`src/rtl/nios_system_pio_ext.sv`:
```
`default_nettype none
// +--------------------------------------------------------------------------+
// | nios_system_pio_ext                                                      |
// | Avalon-MM GPIO: per-bit direction, set/clear, synchronised edge capture. |
// | Revision: 1.0                                                            |
// +--------------------------------------------------------------------------+
module nios_system_pio_ext #(
  parameter int                    DATA_WIDTH  = 8,
  parameter logic [DATA_WIDTH-1:0] RESET_VALUE = '0,
  parameter int                    EDGE_TYPE   = 0,
  parameter int                    SYNC_STAGES = 2
) (
  input  logic                  clk,
  input  logic                  reset_n,
  input  logic [2:0]            address,
  input  logic                  chipselect,
  input  logic                  write_n,
  input  logic [31:0]           writedata,
  output logic [31:0]           readdata,
  input  logic [DATA_WIDTH-1:0] in_port,
  output logic [DATA_WIDTH-1:0] out_port,
  output logic [DATA_WIDTH-1:0] oe,
  output logic                  irq
);

  localparam logic [2:0] c_ADDR_DATA = 3'd0;
  localparam logic [2:0] c_ADDR_DIR  = 3'd1;
  localparam logic [2:0] c_ADDR_MASK = 3'd2;
  localparam logic [2:0] c_ADDR_EDGE = 3'd3;
  localparam logic [2:0] c_ADDR_SET  = 3'd4;
  localparam logic [2:0] c_ADDR_CLR  = 3'd5;
  localparam logic [2:0] c_WARM_MAX  = 3'(SYNC_STAGES + 1);

  logic                  w_wr;
  logic [DATA_WIDTH-1:0] w_wd;
  logic [DATA_WIDTH-1:0] w_in_sync;
  logic [DATA_WIDTH-1:0] w_rise;
  logic [DATA_WIDTH-1:0] w_fall;
  logic [DATA_WIDTH-1:0] w_sel;
  logic [DATA_WIDTH-1:0] w_detect;
  logic [DATA_WIDTH-1:0] w_clr;
  logic                  w_unused;

  logic [DATA_WIDTH-1:0] r_data_out;
  logic [DATA_WIDTH-1:0] r_dir;
  logic [DATA_WIDTH-1:0] r_mask;
  logic [DATA_WIDTH-1:0] r_cap;
  logic [DATA_WIDTH-1:0] r_prev;
  logic [DATA_WIDTH-1:0] r_sync [SYNC_STAGES];
  logic [2:0]            r_warm;

  assign w_wr      = chipselect & ~write_n;
  assign w_wd      = writedata[DATA_WIDTH-1:0];
  assign w_unused  = ^writedata;
  assign w_in_sync = r_sync[SYNC_STAGES-1];

  always_ff @(posedge clk or negedge reset_n) begin
    if (!reset_n) begin
      r_data_out <= RESET_VALUE;
      r_dir      <= '0;
      r_mask     <= '0;
    end else if (w_wr) begin
      case (address)
        c_ADDR_DATA: r_data_out <= w_wd;
        c_ADDR_DIR:  r_dir      <= w_wd;
        c_ADDR_MASK: r_mask     <= w_wd;
        c_ADDR_SET:  r_data_out <= r_data_out | w_wd;
        c_ADDR_CLR:  r_data_out <= r_data_out & ~w_wd;
        default: ;
      endcase
    end
  end

  always_ff @(posedge clk or negedge reset_n) begin
    if (!reset_n) begin
      for (int i = 0; i < SYNC_STAGES; i++) r_sync[i] <= '0;
      r_prev <= '0;
      r_warm <= '0;
    end else begin
      r_sync[0] <= in_port;
      for (int i = 1; i < SYNC_STAGES; i++) r_sync[i] <= r_sync[i-1];
      r_prev <= w_in_sync;
      if (r_warm != c_WARM_MAX) r_warm <= r_warm + 3'd1;
    end
  end

  assign w_rise = w_in_sync & ~r_prev;
  assign w_fall = ~w_in_sync & r_prev;

  generate
    if (EDGE_TYPE == 0) begin : g_edge_rise
      assign w_sel = w_rise;
    end else if (EDGE_TYPE == 1) begin : g_edge_fall
      assign w_sel = w_fall;
    end else begin : g_edge_any
      assign w_sel = w_rise | w_fall;
    end
  endgenerate

  // Edges are ignored until the synchroniser has flushed its reset zeros.
  assign w_detect = (r_warm == c_WARM_MAX) ? (w_sel & ~r_dir) : '0;
  assign w_clr    = (w_wr && address == c_ADDR_EDGE) ? w_wd : '0;

  always_ff @(posedge clk or negedge reset_n) begin
    if (!reset_n) r_cap <= '0;
    else          r_cap <= (r_cap & ~w_clr) | w_detect;
  end

  always_comb begin
    readdata = '0;
    if (chipselect) begin
      case (address)
        c_ADDR_DATA: readdata[DATA_WIDTH-1:0] = (r_dir & r_data_out) | (~r_dir & w_in_sync);
        c_ADDR_DIR:  readdata[DATA_WIDTH-1:0] = r_dir;
        c_ADDR_MASK: readdata[DATA_WIDTH-1:0] = r_mask;
        c_ADDR_EDGE: readdata[DATA_WIDTH-1:0] = r_cap;
        default:     readdata = '0;
      endcase
    end
  end

  assign out_port = r_data_out;
  assign oe       = r_dir;
  assign irq      = |(r_cap & r_mask);

endmodule
`default_nettype wire

```
`config.mk`:
```
export PLATFORM = sky130hd
export DESIGN_NAME = nios_system_pio_ext
export DESIGN_NICKNAME = d
export VERILOG_FILES = /design/src/rtl/nios_system_pio_ext.sv
export SDC_FILE = /design/constraint.sdc
export NUM_CORES = 1
export LEC_CHECK = 0
export BUFFER_PORTS_ARGS = -buffer_cell sky130_fd_sc_hd__buf_2
export CAP_MARGIN = 20
export CORE_MARGIN = 5
export CORE_UTILIZATION = 49
export CTS_CLUSTER_DIAMETER = 50
export DETAILED_ROUTE_END_ITERATION = 8
export GPL_TIMING_DRIVEN = 0
export PLACE_DENSITY = 0.79
export SKIP_CTS_REPAIR_TIMING = 1
export SYNTH_ARGS = -nofsm -noshare
export SYNTH_HDL_FRONTEND = slang
export SYNTH_SLANG_ARGS = --single-unit
export TNS_END_PERCENT = 20
```
`constraint.sdc`:
```
create_clock -name clk -period 1.96 [get_ports clk]
set_clock_uncertainty 0.2 [all_clocks]
set_input_delay 0.098 -clock clk [delete_from_list [all_inputs] [get_ports clk]]
set_output_delay 0.098 -clock clk [all_outputs]
set_load 0.01 [all_outputs]
```
* Yosys cells after proc, flatten, opt, wreduce, memory -nomap -nowiden
Cells that the tools add are included.
** Storage, ports and cells
- Logic and storage cells :: 44
- Bits of input ports :: 47
- Output and inout bits :: 49
- Bits in registers :: 59
** Cells by class
- Eq/ne operators :: 7
- Bitwise logic cells :: 16
- Reductions and logical operators :: 7
- Mux-type cells :: 5
- $add $sub $neg :: 1
** Operator list (count)
- $and 8x8->8 :: 7
- $not 8->8 :: 4
- $pmux 8 s4 :: 1
- $mux 8 :: 3
- $or 8x8->8 :: 3
- $pmux 8 s3 :: 1
- $eq 3x2->1 const B :: 3
- $reduce_or 8->1 :: 1
- $eq 3x3->1 const B :: 2
- $reduce_and 2->1 :: 3
- $add 3x1->3 const B :: 1
- $eq 3x1->1 const B :: 1
- $logic_not 3->1 :: 1
- $ne 3x2->1 const B :: 1
- $reduce_bool 3->1 :: 1
- $and 1x1->1 :: 1
- $logic_and 1x1->1 :: 1
- $not 1->1 :: 1

* Longest topological paths before layout
Gate-level depths: netlist of run 1.
- Depth in word-level cells :: 7
- Gate-level depth with buffers :: 5
- Depth with buffers taken out :: 4

* Least setup slack after synthesis of run 1
No wires, ideal clock.
- Path type :: input -> register
- Start :: input port address[0]
- End :: register r_data_out[0] (netlist: out_port[0])
- Stages :: 5
- Library setup time :: 0.126 ns
- Required time :: 1.634 ns
- Slack :: 0.346 ns
- Path buffers :: 2
- Arrival time :: 1.288 ns
- Cells stage by stage :: buf_6 -> xor2_1 -> or4b_1 -> buf_2 -> a221o_1
** On the way
- Longest elaborated chain between the ends :: 3
- Elaborated cells on any way between the ends :: 6
- Classes of those cells :: 2 x eq/ne; 1 x mux; 3 x reduce/logical
** Ends and longest elaborated chain
- start: declaration :: RTL line 15 : input logic [2:0] address,
- $eq 3x3->1 / $logic_not 3->1 (equally long branches) :: RTL line 63 : case (address)
- $reduce_bool 3->1 (no source line)
- $reduce_and 2->1 (no source line)
- end signal: assignment :: RTL line 64 : c_ADDR_DATA: r_data_out <= w_wd;
- end signal: assignment :: RTL line 67 : c_ADDR_SET: r_data_out <= r_data_out | w_wd;
- end signal: assignment :: RTL line 68 : c_ADDR_CLR: r_data_out <= r_data_out & ~w_wd;
- end: declaration :: RTL line 44 : logic [DATA_WIDTH-1:0] r_data_out;
Parallel ways exist; a longest one is shown, timed or not.
A chain may end at the register's enable or synchronous reset.

* Final worst setup path of run 1
- Start :: register r_dir[3] (netlist: oe[3])
- End :: output port readdata[3]
** On the way
- Longest elaborated chain between the ends :: 5
- Elaborated cells on any way between the ends :: 6
- Classes of those cells :: 2 x mux; 4 x bitwise
** Ends and longest elaborated chain
- start: declaration :: RTL line 45 : logic [DATA_WIDTH-1:0] r_dir;
- start signal: assignment :: RTL line 65 : c_ADDR_DIR: r_dir <= w_wd;
- $not 8->8 :: RTL line 113 : c_ADDR_DATA: readdata[DATA_WIDTH-1:0] = (r_dir & r_data_out) | (~r_dir & w_in_sync);
- $and 8x8->8 :: RTL line 113
- $or 8x8->8 :: RTL line 113
- $pmux 8 s4 (*) :: RTL line 112 : case (address)
- $mux 8 (*) :: RTL line 111 : if (chipselect) begin
- end: declaration :: RTL line 19 : output logic [31:0] readdata,
Mark *: on every way between the ends. The rest lies on a longest branch, timed or not.

==> qor.json, run 1 <==
{
  "worst_setup_path": {
    "r2r_setup_slack_ns": 0.41,
    "worst-endpoint-required_ns": 1.66,
    "cp_max_fo": 5,
    "criticalPathCategory": "register to primary output",
    "crit_path_top_delay_cell": "dfrtp_1",
    "reg2reg_to": "r_cap[7]",
    "timing.critical_path.to": "readdata[3]",
    "worst_r2r_src": "r_warm[0]",
    "critPathLaunch": "oe[3]",
    "setup.worst_path.start_class": "register",
    "r2r.worst_path.cells": 4,
    "worst_path_largest_cell_delay_ns": 0.43,
    "cp-end-kind": "primary output",
    "worstPathCellList": "o31a_1 -> o22ai_1 -> buf_2",
    "worstPathArrival_ns": 1.43
  },
  "timing": {
    "slew_headroom_pct": 47.9,
    "setup_tns_ns": 0,
    "maxSlewViolCount": 0,
    "finalWorstPathRequiredPeriod_ns": 1.72,
    "timing.final.setup_violations": 0,
    "timing.fmax_mhz": 580,
    "grt_setup_unrepaired": "no",
    "timing.final.crit_share_pct": 88.0,
    "timing.final.hold_violations": 0,
    "worst_slew_pin_slew_ns": 0.779,
    "worst_slack_ns": 0.236
  },
  "power": {
    "power_frac_seq_pct": 49.1,
    "switching_power_uw": 896,
    "netSwitchingFraction_pct": 28.6,
    "cellInternalPower_mw": 2.24,
    "static-leakage-power_nw": 1.59,
    "max-vdd-ir-drop_mv": 0.700,
    "power-per-cell-area_mw_per_mm2": 928,
    "finalPower_mw": 3.13,
    "power.share.clock_pct": 30.3,
    "pwr-share-comb_pct": 20.6
  },
  "drt": {
    "average_wire_length_per_cell_after_detail_routing_um": 15.5,
    "vias": 1982,
    "drt-total-wl_mm": 5.90,
    "ant_nets": 0,
    "drt_pass1_iterations": 4,
    "drcViolationCount": 0,
    "drt-initial-drc-count": 156,
    "detailed_route_vias_per_instance": 5.19
  },
  "flow_run": {
    "cap_viol_max_count": 0
  },
  "synth": {
    "post_synth_num_cell_types": 34,
    "yosysSeqAreaShare_pct": 56.5,
    "synth_top_cell_area_share_pct": 56.5,
    "top_cells_by_area_in_the_synthesized_netlist": "dfrtp_1 56%, buf_4 6.9%, mux2_1 5.6%",
    "postSynthRegisterBits": 59,
    "postSynth.asyncResetShare_pct": 100,
    "syn-cell-area_mm2": 0.00262,
    "library_cell_with_the_largest_summed_area_after_synthesis": "dfrtp_1",
    "yosysWarningCount": 0,
    "cell_with_the_most_instances_after_synthesis": "dfrtp_1",
    "postSynthCellCount": 211,
    "commonest_register_cell_after_synthesis": "dfrtp_1",
    "yosys-top-cells-count": "59 x dfrtp_1, 24 x buf_4, 13 x mux2_1",
    "number_of_enable_flip_flop_cells_after_synthesis": 0,
    "synthesis.area_per_instance_um2": 12.4
  },
  "floorplan": {
    "std_cell_rows": 26,
    "core-area_mm2": 0.00514,
    "die_height_um": 83.1,
    "fp.dieW_um": 83.1,
    "num_io_pins": 96,
    "die_area_mm2": 0.00690,
    "effective_utilization_at_floorplan_pct": 50.9
  },
  "cells_and_area": {
    "post_layout_nonfiller_instances": 382,
    "final_core_utilization_pct": 65.7,
    "drive_gt1_share_pct": 30.4,
    "syn_to_final_growth_pct": 29.1,
    "n_antenna_cell": 0,
    "final_nets": 358
  },
  "placed_design": {
    "place.detailed.instances": 351,
    "place_congestion": 0.796,
    "port_buffers": 46,
    "detailedPlacementHpwl_mm": 4.08,
    "place_ws_ns": 0.00334
  },
  "clock_network": {
    "cts_tree": "done",
    "clockRootBuffer": "clkbuf_8",
    "tritoncts.num_buffers": 9,
    "clock_sink_count": 59,
    "h-tree-depth": 3,
    "worstSkewPairLatency_ns": 0.33,
    "clk_pin_slew_ns": 0.06,
    "cts-root-to-sink-buffers": 2
  },
  "grt": {
    "grt_first_pass_wirelength_mm": 9.74,
    "grt_antenna_before_repair": 0,
    "globalRouteOverflowTotal": 0,
    "grt_max_degree": 34,
    "first_global_vias": 1963,
    "grt_util_all_layers_pct": 17.6
  },
  "status": {
    "status": "complete, no violations"
  },
  "min_path": {
    "worst_hold_path_type": "input pin to async pin"
  }
}
==> power by group through the flow <==
stage | Combinational [mW] | Clock (mW) | Sequential [mW]
5_1_grt | 0.716 | 1.02 | 1.56
3_3_place_gp | 0.599 | 0 | 1.55
4_1_cts | 0.625 | 0.966 | 1.54
2_1_floorplan | 0.347 | 0 | 1.57
6_report | 0.645 | 0.948 | 1.54
3_5_place_dp | 0.621 | 0 | 1.56
==> cell type report <==
type	count	area [um2]
inverters	10	37.5
clock inverters	3	15.0
plain buffers	32	220
well taps	70	87.6
fillers	415	1760
repair buffers	64	420
flip-flops and latches	59	1480
clock buffers	11	151
multi-input cells	133	967
==> cell families after synthesis <==
family	synth area share, %
AOI/OAI and AO/OA	14.5
xor gates and xnor gates	0.670
adders and majority gates	0.957
buffers and inverters	9.86
DFF	56.5
muxes	10.8
other	0.143
and+or+nand+nor	6.60
==> stage by stage <==
stage,hold slack [ns],instance area (um2)
after floorplan,-0.398,2700
after global placement,0.00557,3020
after detailed placement,-0.0529,3040
after CTS,-0.408,3210
after global routing,0.125,3380
final,0.107,3380
==> worst max-delay path: cells and delay by family (launching register included) <==
| family | cells | cell delay [ns] |
|---|---|---|
| buffers and inverters | 1 | 0.18 |
| AOI/OAI and AO/OA | 2 | 0.50 |
| DFF | 1 | 0.43 |
==> registers in the layout, summed over array words and instances, names as in the netlist <==
register and flops:
out_port 8, r_sync 8, r_cap 8, oe 8, w_in_sync 8, r_warm 3
r_mask 8, r_prev 8
==> placed cells by master, fill, tap and decap left out, types with 9 or more instances in the layout <==
cell,n
inv_1,9
mux2_1,13
buf_4,24
mux2i_1,9
buf_2,48
conb_1,24
nand2_1,9
dfrtp_1,59
clkbuf_8,11
dlygate4sd3_1,17
==> layer usage <==
layer / track usage (%) / vias to the layer above / share of wire (%)
met4: 8.32 / 0 / 1.8
met3: 4.46 / 13 / 7.9
met5: 0 / - / 0
li1: - / 923 / -
met1: 22.9 / 968 / 42
met2: 27.7 / 78 / 48
==> worst min path at each step <==
stage	cells past startpoint	slack, ns	to	startpoint
after global placement	1	0.006	r_sync[9]	in_port[1]
after detailed placement	1	-0.05	r_warm[1]	reset_n
after floorplan	0	-0.40	oe[0]	reset_n
final	2	0.11	r_warm[1]	reset_n
after global routing	3	0.13	oe[0]	address[1]
after CTS	1	-0.41	r_warm[1]	reset_n
No activity file was read; power rests on OpenSTA's default activity.
==> run 2: changes to the inputs <==
Settings changed: CORE_UTILIZATION 49 to 44, PLACE_DENSITY 0.79 to 0.75.
Clock period 1.96 ns to 1.5 ns, I/O delays scaled along.
==> run 2 against run 1 <==
  * The flow now finishes with violations (negative setup slack)
  * Via count fell by 0.10%
  * Sequential power up 31%
  * Clock-buffer cell count unchanged
  * Power grew 40%
  * Non-clock buffer count is 8 higher
  * First-iteration DRC count decreased by 29%
  * Cell area grew 4.9%
  * Register-to-register slack got worse by 0.36 ns
  * Die area rose by 10%
  * Setup slack worse by 0.40 ns
==> qor.json, run 2 (synthesized netlist as in run 1, its figures left out) <==
{
  "status": {
    "status": "finished, violations left",
    "violations_in_the_final_reports": "negative setup slack"
  },
  "cells_and_area": {
    "nFillCells": {"value": 486, "change": "+17%"},
    "layout.cells.most_common": "dfrtp_1",
    "layout_common_cells": "59 x dfrtp_1, 48 x buf_2, 32 x buf_4",
    "n_antenna_cell": {"value": 0, "change": "unchanged"},
    "final_nets": {"value": 366, "change": "+2.2%"},
    "syn_to_final_growth_pct": 35.5,
    "drive_gt1_share": {"value": 37.0, "unit": "%", "change": "+6.5 points"}
  },
  "grt": {
    "grt_antenna_before_repair": {"value": 0, "change": "unchanged"},
    "globalRouteOverflowTotal": {"value": 0, "change": "unchanged"},
    "first_global_vias": {"value": 1839, "change": "-6.3%"},
    "grt_max_degree": {"value": 38, "change": "+12%"},
    "grt_util_all_layers": {"value": 17.6, "unit": "%", "change": "-0.026 points"},
    "grt_first_pass_wirelength": {"value": 9.85, "unit": "mm", "change": "+1.2%"}
  },
  "power": {
    "cellInternalPower": {"value": 3.13, "unit": "mW", "change": "+40%"},
    "switching_power": {"value": 1.26, "unit": "mW", "change": "+40%"},
    "pwr-share-comb": {"value": 21.6, "unit": "%", "change": "+1.0 points"},
    "netSwitchingFraction": {"value": 28.6, "unit": "%", "change": "about the same"},
    "power.share.clock": {"value": 32.4, "unit": "%", "change": "+2.1 points"},
    "power_frac_seq": {"value": 46.1, "unit": "%", "change": "-3.0 points"},
    "power-per-cell-area": {"value": 1240, "unit": "mW/mm2", "change": "+34%"},
    "static-leakage-power": {"value": 1.65, "unit": "nW", "change": "+3.6%"},
    "max-vdd-ir-drop": {"value": 0.638, "unit": "mV", "change": "-8.9%"},
    "finalPower": {"value": 4.39, "unit": "mW", "change": "+40%"}
  },
  "worst_setup_path": {
    "r2r.worst_path.cells": {"value": 4, "change": "unchanged"},
    "r2r_setup_slack": {"value": 0.05, "unit": "ns", "change": "-0.36 ns"},
    "cp_max_fo": {"value": 4, "change": "-1"},
    "cp-end-kind": "primary output",
    "worstPathArrival": {"value": 1.39, "unit": "ns", "change": "-0.04 ns"},
    "setup.worst_path.start_class": "register",
    "criticalPathCategory": "register to primary output",
    "reg2reg_to": "r_cap[7]",
    "worst_r2r_src": "r_warm[0]",
    "worst-endpoint-required": {"value": 1.22, "unit": "ns", "change": "-0.44 ns"}
  },
  "floorplan": {
    "die_height": {"value": 87.1, "unit": "um", "change": "+4.9%"},
    "core-area": {"value": 0.00585, "unit": "mm2", "change": "+14%"},
    "die_area": {"value": 0.00758, "unit": "mm2", "change": "+10%"},
    "fp.dieW": {"value": 87.1, "unit": "um", "change": "+4.9%"},
    "effective_utilization_at_floorplan": {"value": 44.7, "unit": "%", "change": "-6.2 points"},
    "std_cell_rows": {"value": 28, "change": "+7.7%"},
    "num_io_pins": {"value": 96, "change": "unchanged"}
  },
  "drt": {
    "average_wire_length_per_cell_after_detail_routing": {"value": 15.8, "unit": "um", "change": "+2.2%"},
    "vias": {"value": 1980, "change": "-0.10%"},
    "drt-total-wl": {"value": 6.27, "unit": "mm", "change": "+6.2%"},
    "detailed_route_vias_per_instance": {"value": 4.99, "change": "-3.9%"},
    "ant_nets": {"value": 0, "change": "unchanged"},
    "drt_pass1_iterations": {"value": 4, "change": "unchanged"},
    "drt-initial-drc-count": {"value": 111, "change": "-29%"},
    "drcViolationCount": {"value": 0, "change": "unchanged"}
  },
  "clock_network": {
    "tritoncts.num_buffers": {"value": 9, "change": "unchanged"},
    "clk_pin_slew": {"value": 0.07, "unit": "ns", "change": "about the same"},
    "worstSkewPairLatency": {"value": 0.34, "unit": "ns", "change": "about the same"},
    "clockRootBuffer": "clkbuf_8",
    "clock_sink_count": {"value": 59, "change": "unchanged"},
    "cts_tree": "done",
    "cts-root-to-sink-buffers": {"value": 2, "change": "unchanged"},
    "h-tree-depth": {"value": 3, "change": "unchanged"}
  },
  "timing": {
    "timing.final.crit_share_pct": 111,
    "timing.final.setup_violations": {"value": 9, "change": "+9"},
    "worst_slack": {"value": -0.163, "unit": "ns", "change": "-0.400 ns"},
    "timing.fmax_mhz": 601,
    "finalWorstPathRequiredPeriod_ns": 1.66,
    "timing.final.hold_violations": {"value": 0, "change": "unchanged"},
    "maxSlewViolCount": {"value": 0, "change": "unchanged"},
    "slew_headroom": {"value": 45.4, "unit": "%", "change": "-2.5 points"},
    "worst_slew_pin_slew": {"value": 0.817, "unit": "ns", "change": "+0.0379 ns"},
    "grt_setup_unrepaired": "yes"
  },
  "flow_run": {
    "cap_viol_max_count": {"value": 0, "change": "unchanged"}
  },
  "placed_design": {
    "port_buffers": {"value": 46, "change": "unchanged"},
    "place_ws": {"value": -0.451, "unit": "ns", "change": "-0.455 ns"},
    "place_congestion": {"value": 0.807, "change": "+1.4%"},
    "detailedPlacementHpwl": {"value": 4.19, "unit": "mm", "change": "+2.7%"}
  },
  "min_path": {
    "worst_hold_path_type": "input pin to async pin"
  }
}
-- run 2: changes by cell type in the layout (fill, tap and decap cells not counted), moves of 2 or more --
cell | before | now
o41ai_2 | 0 | 3
a22oi_1 | 4 | 2
o21ai_1 | 8 | 14
inv_2 | 1 | 5
inv_1 | 9 | 4
o22ai_2 | 0 | 3
o22ai_1 | 8 | 5
o21ai_0 | 8 | 2
a22oi_2 | 0 | 2
o41ai_1 | 8 | 5
buf_4 | 24 | 32
-- run 2: area by class of cell --
class	instances	area, um2	share of cell area, %
Tap cell	75	93.8	2.65
Sequential cell	59	1480	41.7
Clock inverter	5	52.6	1.48
Clock buffer	11	141	3.99
Timing Repair Buffer	72	480	13.6
Buffer	32	221	6.25
Inverter	10	40.0	1.13
Multi-Input combinational cell	133	1040	29.2
-- run 2: metrics by stage --
stage	hold slack (ns)	cells	util (%)	cell area, um2	setup TNS (ns)
floorplan	-0.421	234	-	2700	-0.727
global placement	-0.0174	355	51.7	3030	-5.69
detailed placement	-0.117	356	52.1	3050	-6.40
CTS	-0.488	372	55.4	3240	-2.21
global route	0.0433	397	60.5	3540	-1.56
finish	0.0331	397	60.5	3540	-0.980
-- run 2: how the worst max path moves through the flow --
stage / end / cells past startpoint / slack (ns) / start
2_1_floorplan: out_port[0] / 5 / -0.09 / address[0]
3_3_place_gp: oe[4] / 5 / -0.41 / write_n
3_5_place_dp: oe[0] / 5 / -0.45 / write_n
4_1_cts: readdata[1] / 3 / -0.21 / oe[1]
5_1_grt: readdata[4] / 3 / -0.22 / oe[4]
6_report: readdata[1] / 3 / -0.16 / oe[1]
-- run 2: power groups by stage --
stage | Sequential (mW) | Clock [mW] | Combinational [mW]
floorplan | 2.05 | 0 | 0.453
global placement | 2.02 | 0 | 0.790
detailed placement | 2.03 | 0 | 0.816
CTS | 2.01 | 1.45 | 0.822
global route | 2.06 | 1.54 | 1.04
finish | 2.02 | 1.42 | 0.947
-- run 2: metal layers --
metal  vias to the layer above  track usage [%]  wire [um]
li1                        938                -          -
met2                        69             26.7       2910
met5                         -                0          0
met4                         0             8.79        163
met3                        19             5.01        438
met1                       954             23.1       2760
-- run 2: worst max-delay path, cell delays in order (launching register included) --
cell and delay, ns:
dfrtp_1 0.41, o31a_1 0.30, o22ai_2 0.17, buf_2 0.17
==> run 3: changes to the inputs <==
Settings changed: ABC_AREA set to 1, CORE_UTILIZATION 44 to 45.
==> run 3 against run 2 <==
  * Flip-flop and latch count unchanged
  * Via count increased by 26%
  * Utilization is 1.2 points lower
  * The run still ends with negative setup slack left
  * Critical endpoint is now irq
==> qor.json, run 3 <==
{
  "status": {
    "status": "finished, violations left",
    "violations_in_the_final_reports": "negative setup slack"
  },
  "synth": {
    "postSynthCellCount": {"value": 345, "change": "+64%"},
    "synth_top_cell_area_share": {"value": 51.5, "unit": "%", "change": "-4.9 points"},
    "cell_with_the_most_instances_after_synthesis": "nand2_1",
    "library_cell_with_the_largest_summed_area_after_synthesis": "dfrtp_1",
    "number_of_enable_flip_flop_cells_after_synthesis": {"value": 0, "change": "unchanged"},
    "yosysWarningCount": {"value": 0, "change": "unchanged"},
    "yosysSeqAreaShare": {"value": 51.5, "unit": "%", "change": "-4.9 points"},
    "top_cells_by_area_in_the_synthesized_netlist": "dfrtp_1 52%, nand2_1 16%, buf_4 6.6%",
    "synthesis.area_per_instance": {"value": 8.31, "unit": "um2", "change": "-33%"},
    "commonest_register_cell_after_synthesis": "dfrtp_1",
    "postSynthRegisterBits": {"value": 59, "change": "unchanged"},
    "syn-cell-area": {"value": 0.00287, "unit": "mm2", "change": "+9.6%"},
    "post_synth_num_cell_types": {"value": 27, "change": "-21%"},
    "yosys-top-cells-count": "120 x nand2_1, 59 x dfrtp_1, 28 x inv_1, 25 x buf_4, 24 x nor2_1",
    "postSynth.asyncResetShare": {"value": 100, "unit": "%", "change": "unchanged"}
  },
  "floorplan": {
    "std_cell_rows": {"value": 29, "change": "+3.6%"},
    "die_height": {"value": 89.8, "unit": "um", "change": "+3.1%"},
    "effective_utilization_at_floorplan": {"value": 45.6, "unit": "%", "change": "+0.95 points"},
    "die_area": {"value": 0.00806, "unit": "mm2", "change": "+6.3%"},
    "core-area": {"value": 0.00628, "unit": "mm2", "change": "+7.3%"},
    "fp.dieW": {"value": 89.8, "unit": "um", "change": "+3.1%"},
    "num_io_pins": {"value": 96, "change": "unchanged"}
  },
  "timing": {
    "worst_slew_pin_slew": {"value": 0.549, "unit": "ns", "change": "-0.268 ns"},
    "slew_headroom": {"value": 63.4, "unit": "%", "change": "+18 points"},
    "timing.final.hold_violations": {"value": 0, "change": "unchanged"},
    "timing.final.setup_violations": {"value": 9, "change": "unchanged"},
    "finalWorstPathRequiredPeriod": {"value": 1.64, "unit": "ns", "change": "-0.0254 ns"},
    "timing.final.crit_share": {"value": 109, "unit": "%", "change": "-1.7 points"},
    "grt_setup_unrepaired": "yes",
    "timing.fmax": {"value": 610, "unit": "MHz", "change": "+1.6%"},
    "fin_worst_hold_slack": {"value": 0.0428, "unit": "ns", "change": "+0.00971 ns"},
    "worst_slack": {"value": -0.138, "unit": "ns", "change": "+0.0254 ns"},
    "maxSlewViolCount": {"value": 0, "change": "unchanged"}
  },
  "worst_setup_path": {
    "crit_path_top_delay_cell": "dfrtp_1",
    "criticalPathCategory": "register to primary output",
    "r2r_setup_slack": {"value": 0.05, "unit": "ns", "change": "about the same"},
    "r2r.worst_path.cells": {"value": 5, "change": "+1"},
    "crit_buf_inv": {"value": 1, "change": "unchanged"},
    "worstPathCellList": "nand2_1 -> nand4_1 -> or2_2 -> buf_2",
    "worst-endpoint-required": {"value": 1.22, "unit": "ns", "change": "about the same"},
    "critical_path_cell_count": {"value": 4, "change": "+1"},
    "worst_path_largest_cell_delay": {"value": 0.42, "unit": "ns", "change": "about the same"},
    "reg2reg_to": "r_cap[7]",
    "critPathLaunch": "r_cap[3]",
    "cp_max_fo": {"value": 3, "change": "-1"},
    "worstPathArrival": {"value": 1.36, "unit": "ns", "change": "-0.03 ns"},
    "worst_r2r_src": "r_warm[0]",
    "setup.worst_path.start_class": "register",
    "critical_path.top_delay_family": "simple AND/OR/NAND/NOR gates",
    "cp-end-kind": "primary output"
  },
  "placed_design": {
    "place.detailed.instances": {"value": 493, "change": "+38%"},
    "place_ws": {"value": -0.182, "unit": "ns", "change": "+0.269 ns"},
    "place_congestion": {"value": 0.873, "change": "+8.1%"},
    "port_buffers": {"value": 47, "change": "+2.2%"},
    "detailedPlacementHpwl": {"value": 4.90, "unit": "mm", "change": "+17%"}
  },
  "cells_and_area": {
    "n_antenna_cell": {"value": 0, "change": "unchanged"},
    "final_core_utilization": {"value": 59.3, "unit": "%", "change": "-1.2 points"},
    "drive_gt1_share": {"value": 26.8, "unit": "%", "change": "-10 points"},
    "syn_to_final_growth_pct": 30.0,
    "layout.cells.most_common": "nand2_1",
    "post_layout_nonfiller_instances": {"value": 525, "change": "+32%"},
    "final_nets": {"value": 492, "change": "+34%"},
    "layout_common_cells": "118 x nand2_1, 59 x dfrtp_1, 50 x buf_2"
  },
  "grt": {
    "grt_max_degree": {"value": 39, "change": "+2.6%"},
    "grt_util_all_layers": {"value": 18.0, "unit": "%", "change": "+0.40 points"},
    "grt_first_pass_wirelength": {"value": 11.6, "unit": "mm", "change": "+18%"},
    "first_global_vias": {"value": 2474, "change": "+35%"},
    "globalRouteOverflowTotal": {"value": 0, "change": "unchanged"},
    "grt_antenna_before_repair": {"value": 0, "change": "unchanged"}
  },
  "clock_network": {
    "clock_sink_count": {"value": 59, "change": "unchanged"},
    "h-tree-depth": {"value": 3, "change": "unchanged"},
    "worstSkewPairLatency": {"value": 0.34, "unit": "ns", "change": "about the same"},
    "clk_pin_slew": {"value": 0.07, "unit": "ns", "change": "about the same"},
    "clockRootBuffer": "clkbuf_8",
    "cts_tree": "done",
    "cts-root-to-sink-buffers": {"value": 2, "change": "unchanged"},
    "tritoncts.num_buffers": {"value": 9, "change": "unchanged"}
  },
  "drt": {
    "drt_pass1_iterations": {"value": 4, "change": "unchanged"},
    "average_wire_length_per_cell_after_detail_routing": {"value": 13.7, "unit": "um", "change": "-13%"},
    "drt-initial-drc-count": {"value": 167, "change": "+50%"},
    "vias": {"value": 2491, "change": "+26%"},
    "drcViolationCount": {"value": 0, "change": "unchanged"},
    "detailed_route_vias_per_instance": {"value": 4.74, "change": "-4.9%"},
    "drt-total-wl": {"value": 7.17, "unit": "mm", "change": "+14%"},
    "ant_nets": {"value": 0, "change": "unchanged"}
  },
  "power": {
    "finalPower": {"value": 4.45, "unit": "mW", "change": "+1.3%"},
    "max-vdd-ir-drop": {"value": 0.779, "unit": "mV", "change": "+22%"},
    "switching_power": {"value": 1.21, "unit": "mW", "change": "-3.4%"},
    "power-per-cell-area": {"value": 1190, "unit": "mW/mm2", "change": "-3.6%"},
    "netSwitchingFraction": {"value": 27.3, "unit": "%", "change": "-1.3 points"},
    "power_frac_seq": {"value": 42.9, "unit": "%", "change": "-3.2 points"},
    "pwr-share-comb": {"value": 17.4, "unit": "%", "change": "-4.2 points"},
    "power.share.clock": {"value": 39.8, "unit": "%", "change": "+7.4 points"},
    "static-leakage-power": {"value": 2.02, "unit": "nW", "change": "+23%"},
    "cellInternalPower": {"value": 3.24, "unit": "mW", "change": "+3.3%"}
  },
  "min_path": {
    "worst_hold_path_type": "input pin to async pin"
  },
  "flow_run": {
    "cap_viol_max_count": {"value": 0, "change": "unchanged"}
  }
}
==> run 3: changes by cell type in the layout (fill, tap and decap cells not counted), sizes merged, moves of 8 or more <==
| cell | delta |
|---|---|
| a221o | -8 |
| inv | +22 |
| mux2 | -16 |
| mux2i | -9 |
| nand2 | +115 |
| nand4 | +18 |
| nor2 | +25 |
| nor3 | +8 |
| nor3b | -8 |
| o21ai | +11 |
| o22ai | -8 |
| o31a | -8 |
| o41ai | -8 |
==> run 3: power groups by stage <==
stage / Combinational [mW] / Sequential [mW] / Clock, mW
2_1_floorplan: 0.428 / 1.95 / 0
3_3_place_gp: 0.720 / 1.93 / 0
3_5_place_dp: 0.740 / 1.93 / 0
4_1_cts: 0.742 / 1.91 / 1.80
5_1_grt: 0.880 / 1.93 / 1.87
6_report: 0.773 / 1.91 / 1.77
==> run 3: layer usage <==
layer / share of wire (%) / track usage, % / vias up
met5: 0 / 0 / -
met4: 1.7 / 7.81 / 0
met3: 7.6 / 6.01 / 10
met2: 48 / 29.3 / 83
met1: 43 / 21.7 / 1153
li1: - / - / 1245
==> run 3: logic make-up (layout without fill, tap and decap cells) <==
group | Yosys count | count (layout) | synth area share (%)
and+or+nand+nor | 186 | 186 | 28.1
buffers and inverters | 65 | 145 | 12.2
DFF | 59 | 59 | 51.5
AOI/OAI and AO/OA | 30 | 30 | 6.42
adders and majority gates | 2 | 2 | 0.873
other | 1 | 24 | 0.131
xor gates and xnor gates | 1 | 1 | 0.306
muxes | 1 | 1 | 0.393
==> run 3: area by class of cell <==
class                      count  area [um2]
timing repair buffer          65         425
clock inverter                 5         100
multi-input combinational    244        1130
sequential                    59        1480
tap                           77        96.3
fill                         623        2550
clock buffer                  11         141
buffer                        32         233
inverter                      32         120
==> run 3: worst max-delay path by stage <==
| stage | endpoint |
|---|---|
| 2_1_floorplan | r_warm[2] |
| 3_5_place_dp | r_cap[7] |
| 6_report | irq |
| 4_1_cts | r_cap[7] |
| 5_1_grt | readdata[7] |
| 3_3_place_gp | readdata[7] |
==> run 3: through the flow <==
stage                     instance area [um2]  setup TNS (ns)
after floorplan                          2950               0
after global placement                   3280           -2.24
after detailed placement                 3300           -2.94
after CTS                                3540           -2.68
after global routing                     3720           -1.89
final                                    3720          -0.809
